<file path="src/rtl/cpu_pkg.sv">
// Shared constants and types for the 8-bit core's program-counter controller:
// fixed label map, sequential step size and the sequencer state encoding.
package cpu_pkg;

  localparam int PC_W  = 8;
  localparam int CNT_W = 16;

  localparam logic [PC_W-1:0] PC_STEP     = 8'h04;

  localparam logic [PC_W-1:0] LBL_MAIN    = 8'h04;
  localparam logic [PC_W-1:0] LBL_LOOP    = 8'h10;
  localparam logic [PC_W-1:0] LBL_SUMA    = 8'h38;
  localparam logic [PC_W-1:0] LBL_SUMAAUX = 8'h50;
  localparam logic [PC_W-1:0] LBL_DONE    = 8'h70;
  localparam logic [PC_W-1:0] LBL_EXIT    = 8'h80;

  typedef enum logic [2:0] {
    IDLE  = 3'd0,
    FETCH = 3'd1,
    EXEC  = 3'd2,
    HALT  = 3'd3,
    FAULT = 3'd4
  } pc_state_e;

endpackage

</file>
<file path="src/rtl/label_resolve.sv">
// Combinational label decoder: maps a jump label code to its target PC and
// flags whether the code belongs to the fixed label map.
module label_resolve
  import cpu_pkg::*;
(
  input  logic [PC_W-1:0] etq,
  output logic [PC_W-1:0] target,
  output logic            legal
);

  // Map is identity, so a legal code is its own target address.
  always_comb begin
    target = etq;
    case (etq)
      LBL_MAIN, LBL_LOOP, LBL_SUMA, LBL_SUMAAUX, LBL_DONE, LBL_EXIT: legal = 1'b1;
      default:                                                      legal = 1'b0;
    endcase
  end

endmodule

</file>
<file path="src/rtl/pc_sequencer.sv">
// Program-counter controller: sequences fetch/execute, steps or redirects the
// PC, halts at the exit label and latches a sticky fault on bad targets.
module pc_sequencer
  import cpu_pkg::*;
#(
  parameter int              PC_W    = cpu_pkg::PC_W,
  parameter logic [PC_W-1:0] PC_STEP = cpu_pkg::PC_STEP,
  parameter int              CNT_W   = cpu_pkg::CNT_W
) (
  input  logic             clk,
  input  logic             rst_n,
  input  logic             start,
  output logic             fetch_req,
  input  logic             fetch_ack,
  output logic [PC_W-1:0]  pc,
  input  logic             instr_done,
  input  logic             jmp_valid,
  input  logic [PC_W-1:0]  jmp_etq,
  output logic             halted,
  output logic             fault,
  output logic [PC_W-1:0]  fault_etq,
  output logic [CNT_W-1:0] retired
);

  pc_state_e        state_r, state_next_s;
  logic [PC_W-1:0]  pc_r, pc_next_s;
  logic [PC_W-1:0]  fault_etq_r, fault_etq_next_s;
  logic [CNT_W-1:0] retired_r, retired_next_s;
  logic             fetch_req_r, halted_r, fault_r;
  logic             fetch_req_next_s, halted_next_s, fault_next_s;

  logic [PC_W:0]    pc_step_sum_s;
  logic [PC_W-1:0]  jmp_target_s;
  logic             jmp_legal_s;
  logic [PC_W-1:0]  pc_cand_s;
  logic [PC_W-1:0]  bad_etq_s;
  logic             bad_s;

  label_resolve u_label_resolve (
    .etq    (jmp_etq),
    .target (jmp_target_s),
    .legal  (jmp_legal_s)
  );

  // Extra carry bit exposes a step past the top of the address space.
  assign pc_step_sum_s = {1'b0, pc_r} + {1'b0, PC_STEP};

  // Candidate next PC for the completing instruction and whether it must fault.
  always_comb begin
    if (jmp_valid) begin
      pc_cand_s = jmp_target_s;
      bad_s     = ~jmp_legal_s;
      bad_etq_s = jmp_etq;
    end else begin
      pc_cand_s = pc_step_sum_s[PC_W-1:0];
      bad_s     = pc_step_sum_s[PC_W];
      bad_etq_s = pc_r;
    end
  end

  // Next-state and datapath update; landing on EXIT goes straight to HALT
  // so no request is ever issued for that address.
  always_comb begin
    state_next_s     = state_r;
    pc_next_s        = pc_r;
    fault_etq_next_s = fault_etq_r;
    retired_next_s   = retired_r;
    case (state_r)
      IDLE: begin
        if (start) begin
          state_next_s = (pc_r == LBL_EXIT) ? HALT : FETCH;
        end else begin
          state_next_s = IDLE;
        end
      end
      FETCH: begin
        if (fetch_ack) begin
          state_next_s = EXEC;
        end else begin
          state_next_s = FETCH;
        end
      end
      EXEC: begin
        if (!instr_done) begin
          state_next_s = EXEC;
        end else if (bad_s) begin
          state_next_s     = FAULT;
          fault_etq_next_s = bad_etq_s;
        end else begin
          pc_next_s      = pc_cand_s;
          retired_next_s = (&retired_r) ? retired_r
                                        : retired_r + {{(CNT_W-1){1'b0}}, 1'b1};
          state_next_s   = (pc_cand_s == LBL_EXIT) ? HALT : FETCH;
        end
      end
      HALT:    state_next_s = HALT;
      FAULT:   state_next_s = FAULT;
      default: state_next_s = FAULT;
    endcase
  end

  // Registered outputs are derived from the state being entered.
  always_comb begin
    fetch_req_next_s = 1'b0;
    halted_next_s    = 1'b0;
    fault_next_s     = 1'b0;
    case (state_next_s)
      FETCH:   fetch_req_next_s = 1'b1;
      HALT:    halted_next_s    = 1'b1;
      FAULT:   fault_next_s     = 1'b1;
      default: fetch_req_next_s = 1'b0;
    endcase
  end

  // State, PC, counter and output registers with synchronous reset.
  always_ff @(posedge clk) begin
    if (!rst_n) begin
      state_r     <= IDLE;
      pc_r        <= LBL_MAIN;
      fault_etq_r <= {PC_W{1'b0}};
      retired_r   <= {CNT_W{1'b0}};
      fetch_req_r <= 1'b0;
      halted_r    <= 1'b0;
      fault_r     <= 1'b0;
    end else begin
      state_r     <= state_next_s;
      pc_r        <= pc_next_s;
      fault_etq_r <= fault_etq_next_s;
      retired_r   <= retired_next_s;
      fetch_req_r <= fetch_req_next_s;
      halted_r    <= halted_next_s;
      fault_r     <= fault_next_s;
    end
  end

  assign fetch_req = fetch_req_r;
  assign pc        = pc_r;
  assign halted    = halted_r;
  assign fault     = fault_r;
  assign fault_etq = fault_etq_r;
  assign retired   = retired_r;

endmodule

</file>
<file path="config.mk">
export PLATFORM = sky130hd
export DESIGN_NAME = pc_sequencer
export DESIGN_NICKNAME = d
export VERILOG_FILES = /design/src/rtl/cpu_pkg.sv /design/src/rtl/label_resolve.sv /design/src/rtl/pc_sequencer.sv
export SDC_FILE = /design/constraint.sdc
export NUM_CORES = 1
export LEC_CHECK = 0
export CORE_MARGIN = 2
export CORE_UTILIZATION = 35
export DETAILED_ROUTE_END_ITERATION = 12
export GPL_ROUTABILITY_DRIVEN = 0
export PLACE_DENSITY_LB_ADDON = 0.12
export SLEW_MARGIN = 20
export SYNTH_ARGS = -nofsm -noshare
export SYNTH_HDL_FRONTEND = slang
export SYNTH_HIERARCHICAL = 1
export SYNTH_SLANG_ARGS = --single-unit
export TNS_END_PERCENT = 20
</file>
<file path="constraint.sdc">
create_clock -name clk -period 3.4 [get_ports clk]
set_input_delay 1.02 -clock clk [delete_from_list [all_inputs] [get_ports clk]]
set_output_delay 1.02 -clock clk [all_outputs]
set_load 0.02 [all_outputs]
</file>
Word-level counts from Yosys, hierarchy flattened. Cells that the tools add are included.

Output and inout bits: 35. Word-level logic and storage cells: 46. RAM bits: 0. Latch bits: 0. Bits in read-only memories: 0. Flip-flop bits (word level): 38. Memories: 0. Input bits: 14.

Reductions and logical operators: 6. Bitwise operators: 3. Shifts and indexed selects: 0. Eq/ne operators: 14. $add $sub $neg: 2. Div/mod/pow operators: 0. $mul: 0. Magnitude comparators: 0. Muxes and demuxes: 14.

Operator list (count): == test 8 bit (second input constant) (3); adder 16 x 1 -> 16 bit (second input constant) (1); == test 8 x 7 -> 1 bit (second input constant) (2); two-way mux 8 bit (2); AND reduction 16 bit (1); case mux 3 bit (4 select lines) (1); adder 8 x 3 -> 9 bit (second input constant) (1); == test 3 x 2 -> 1 bit (second input constant) (3); == test 8 x 3 -> 1 bit (second input constant) (1); == test 8 x 5 -> 1 bit (second input constant) (1); == test 8 x 6 -> 1 bit (second input constant) (1); two-way mux 2 bit (4); == test 3 x 1 -> 1 bit (second input constant) (2); two-way mux 3 bit (2); AND reduction 3 bit (2); OR reduction 6 bit (1); two-way mux 1 bit (5); AND reduction 4 bit (1); == test 3 bit (second input constant) (1); zero test 3 bit (1); inverter 1 bit (3).

Logic depth before layout (Yosys ltp).
Word-level depth: 10. Depth in mapped cells: 9.

Modules after synthesis. The synthesis kept the hierarchy.

Modules (own cells, without submodules): pc_sequencer (instances 1, cells an instance 242, seq. area each 760.7 µm², area an instance 2057.0 µm²); label_resolve (instances 1, cells an instance 16, seq. area each 0.0 µm², area an instance 122.6 µm²).

Least setup slack after synthesis. No wires, ideal clock.

Path kind: input -> register. Start: in jmp_etq[4]. End: reg retired_r[7], in the netlist retired[7]. Arrival: 2636 ps. Data required time: 3328 ps. Slack: 692 ps. Cell stages on the path: 9. Setup time: 72 ps. Cells stage by stage: nor3_1 a2111oi_2 o31a_1 nand2b_1 o2111a_2 o21ai_2 buf_2 nor4_1 mux2i_1.

Word-level cells in the longest chain between the ends: 7.

RTL lines: start, declared (line pc_sequencer.sv:18) `input logic [PC_W-1:0] jmp_etq,`; == test 8 x 3 -> 1 bit (tied with other cells) (line label_resolve.sv:14) `case (etq)`; OR reduction 6 bit * (line label_resolve.sv:14); two-way mux 1 bit * (line label_resolve.sv:14); net jmp_legal_s (line pc_sequencer.sv:34) `logic jmp_legal_s;`; inverter 1 bit * (line pc_sequencer.sv:52) `bad_s = ~jmp_legal_s;`; two-way mux 1 bit * (line pc_sequencer.sv:50) `if (jmp_valid) begin`; inverter 1 bit (no source line) *; AND reduction 4 bit (no source line) *; end signal, assigned (line pc_sequencer.sv:121) `retired_r <= {CNT_W{1'b0}};`; end signal, assigned (line pc_sequencer.sv:129) `retired_r <= retired_next_s;`; end, declared (line pc_sequencer.sv:28) `logic [CNT_W-1:0] retired_r, retired_next_s;`.

Mark *: on every way through the listed nets, which the timed path passes. The rest lies on a longest branch. A chain may end at the register's enable or synchronous reset.

Final worst setup path.
Start: in jmp_etq[2]. End: reg retired_r[6], in the netlist retired[6].

The elaborated chain is that of the path after synthesis.

==> results.json <==
{
  "drive_above_1_share": 0.1154,
  "core_area_sq_mm": 0.005956,
  "final.fill_count": 617,
  "tightestPinTransition_ns": 0.4952,
  "synthesized_area_fraction_occupied_by_adder_cells": 0.01722,
  "critical_path.max_fanout": 6,
  "number_of_gates_resized_after_cts": 0,
  "cts_inserted_buffers": 5,
  "wl_met1_mm": 2.633,
  "max-clock-path-buffers": 2,
  "total_leakage_power_nw": 1.020,
  "drv_slew": 0,
  "power_density_mw_per_mm2": 307.7,
  "layout_commonest_cell": "sky130_fd_sc_hd__clkdlybuf4s50_1",
  "clkTransAtPathRegs_ns": 0.07,
  "grt_pass1_wl_mm": 9.528,
  "syn_inst": 258,
  "global_route.usage.total": 0.1675,
  "yosys-mux-area-fraction": 0.04592,
  "layout_worst_path_cycle_share": 0.9025,
  "finalClockSkew_ns": 0.01135,
  "area.sequential_sq_um": 760.7,
  "final_nets": 328,
  "post_synth_num_cell_types": 60,
  "timing.max_cap.violations": 0,
  "worst_r2r_startpoint": "pc[2]",
  "detail_route.wirelength_mm": 5.541,
  "r2r_end": "fault_etq[6]",
  "mappedNetlistNets": 275,
  "floorplan.initialDensity": 0.3660,
  "timing.hold.worst_path_depth": 2,
  "grt_start_max_net_pins": 18,
  "postCtsSetupBuffers": 0,
  "detailroute.wirelength.met3_microns": 208,
  "synth_compound_gate_area_share": 0.1986,
  "number_of_sinks_driven_by_the_clock_tree": 38,
  "yosys_register_bits": 38,
  "total_negative_setup_slack_ns": 0,
  "grt_setup_unrepaired": "no",
  "vdd.ir_drop.worst_uv": 189.7,
  "synth_enable_flop_cells": 0,
  "tritoncts": "done",
  "main_combinational_cell_family_by_area_after_synthesis": "simple AND/OR/NAND/NOR gates",
  "first_pass_detailed_route_iteration_total": 4,
  "clock.fmax_mhz": 325.9,
  "worstHoldPathType": "register to register",
  "grt_remaining_overflow": 0,
  "ioPinCount": 49,
  "area.growth.synth_to_final_pct": 31.69,
  "grt_antenna_before_repair": 0,
  "report.final.setup_viol": 0,
  "layoutNonFillerInstCount": 387,
  "depth_of_the_worst_register_to_register_path": 7,
  "post-route-min-period_ns": 3.069,
  "worst-r2r-setup-slack_ns": 1.40,
  "grt_pass1_vias": 2014,
  "antenna_cells": 0,
  "via_count": 2075,
  "critPathKind": "primary input to register",
  "highest_layer": "met4",
  "clk_root_buffer_cell": "sky130_fd_sc_hd__clkbuf_8",
  "report.final.hold_viol_count": 0,
  "vias_per_cell": 5.362,
  "met2_length_mm": 2.591,
  "timing.max_slew.rel_slack": 0.6657,
  "die-area_sq_mm": 0.006875,
  "outcome": "finished, final reports clean",
  "postRouteAntennaNets": 0,
  "synthSimpleGateAreaFrac": 0.2945,
  "place_inst": 379,
  "deepest_level_of_the_cts_h_tree": 2,
  "most-common-layout-cells": "48 x sky130_fd_sc_hd__clkdlybuf4s50_1, 38 x sky130_fd_sc_hd__dfxtp_1, 26 x sky130_fd_sc_hd__nand2_1, 26 x sky130_fd_sc_hd__nor2_1, 17 x sky130_fd_sc_hd__nand3_1",
  "hold_path_end": "retired[7]",
  "initialDrtViolationCount": 99,
  "hold_start": "retired[7]",
  "drc": 0,
  "postSynth.asyncResetShare": 0,
  "wire_per_inst_microns": 14.32,
  "synth.yosys.seq_area_share": 0.3490,
  "endpoint_kind": "register",
  "dieHeight_microns": 82.92,
  "ys.flop_type": "sky130_fd_sc_hd__dfxtp_1",
  "clk_latency_ns": 0.30,
  "synth.cell_area_sq_mm": 0.002180,
  "post_synth_xor_area_fraction": 0.02813,
  "syn_area_per_cell_sq_um": 8.448,
  "synthesis.yosys.warnings": 6,
  "place_hpwl_mm": 4.087,
  "floorplan.die.width_microns": 82.92,
  "port-buffer-count": 48,
  "critPathLaunchType": "primary input",
  "multiInputGateArea_sq_mm": 0.001274,
  "timing.critical_path.arrival_ns": 3.28,
  "cts_hold_buffers": 0,
  "num_rows": 28,
  "worst_ep_required_time_ns": 3.62
}
-- critical path, cell delays in order --
cell and delay (ns):
sky130_fd_sc_hd__clkdlybuf4s50_1 0.46, sky130_fd_sc_hd__buf_4 0.19, sky130_fd_sc_hd__o22a_2 0.20, sky130_fd_sc_hd__nor3_1 0.14
sky130_fd_sc_hd__o31a_1 0.15, sky130_fd_sc_hd__nand2b_1 0.15, sky130_fd_sc_hd__o2111a_2 0.25, sky130_fd_sc_hd__o21ai_2 0.09
sky130_fd_sc_hd__or4_1 0.48, sky130_fd_sc_hd__a21oi_1 0.15
-- cell usage after synthesis, types with 6 or more instances --
cell type                 instances  area share
sky130_fd_sc_hd__dfxtp_1         38        0.35
sky130_fd_sc_hd__nand2_1         26       0.045
sky130_fd_sc_hd__nor2_1          26       0.045
sky130_fd_sc_hd__nand3_1         17       0.039
sky130_fd_sc_hd__mux2i_1         10       0.046
sky130_fd_sc_hd__buf_4            9       0.031
sky130_fd_sc_hd__a21oi_1          8       0.018
sky130_fd_sc_hd__nor4_1           8       0.023
sky130_fd_sc_hd__and3_1           7       0.020
sky130_fd_sc_hd__nor3_1           7       0.016
sky130_fd_sc_hd__inv_1            6       0.010
sky130_fd_sc_hd__o21a_1           6       0.021
sky130_fd_sc_hd__o21ai_0          6       0.014
-- per-stage QoR --
stage               total power [mW]  cell area (sq um)  utilization  hold slack [ns]  setup WS (ns)
finish                        0.8832               2870       0.4819           0.4972         0.3314
global placement              0.5585               2775       0.4660           0.4782        0.06335
floorplan                     0.5187               2180            -           0.5485         0.6923
CTS                           0.8978               2870       0.4819           0.5031         0.3327
detailed placement            0.5588               2775       0.4660           0.4889        0.01509
global route                  0.9281               2870       0.4819           0.5205         0.1173
-- layer usage --
layer | vias to the layer above | track usage
met5 | - | 0
met1 | 967 | 0.2100
met4 | 0 | 0.06110
met2 | 47 | 0.2779
met3 | 9 | 0.04175
li1 | 1052 | -
-- report_power, final --
part           internal (mW)  switching [mW]
clock                  0.163           0.172
combinational         0.0462          0.0481
sequential             0.449         0.00479
total                  0.659           0.225
-- kinds of logic after synthesis --
family,count (synthesis)
compound gates,55
buf+inv,26
flops,38
fa+ha+maj,3
xor+xnor,7
simple gates,119
mux,10
-- state kept, by name (all words and copies together) (netlist names) --
signal,cells
halted,1
state_r,3
fault_etq,8
fetch_req,1
retired,16
fault,1
pc,8
-- how the worst max path moves through the flow --
| stage | end | slack, ns | startpoint | cells after the start |
|---|---|---|---|---|
| 2_1_floorplan | retired[7] | 0.69 | jmp_etq[4] | 9 |
| 3_3_place_gp | retired[14] | 0.06 | jmp_etq[2] | 10 |
| 3_5_place_dp | retired[14] | 0.02 | jmp_etq[2] | 11 |
| 4_1_cts | halted | 0.33 | jmp_etq[2] | 10 |
| 5_1_grt | retired[14] | 0.12 | jmp_etq[2] | 11 |
| 6_report | retired[6] | 0.33 | jmp_etq[2] | 10 |
-- final cells by class --
cell class,instances,share of cell area
multi-input cells,194,0.4438
flip-flops and latches,38,0.2650
repair buffers,65,0.2162
well taps,75,0.03269
clock buffers,6,0.02877
inverters,7,0.009154
clock inverters,2,0.004359
Note: power is estimated with default switching activity, not from simulation.
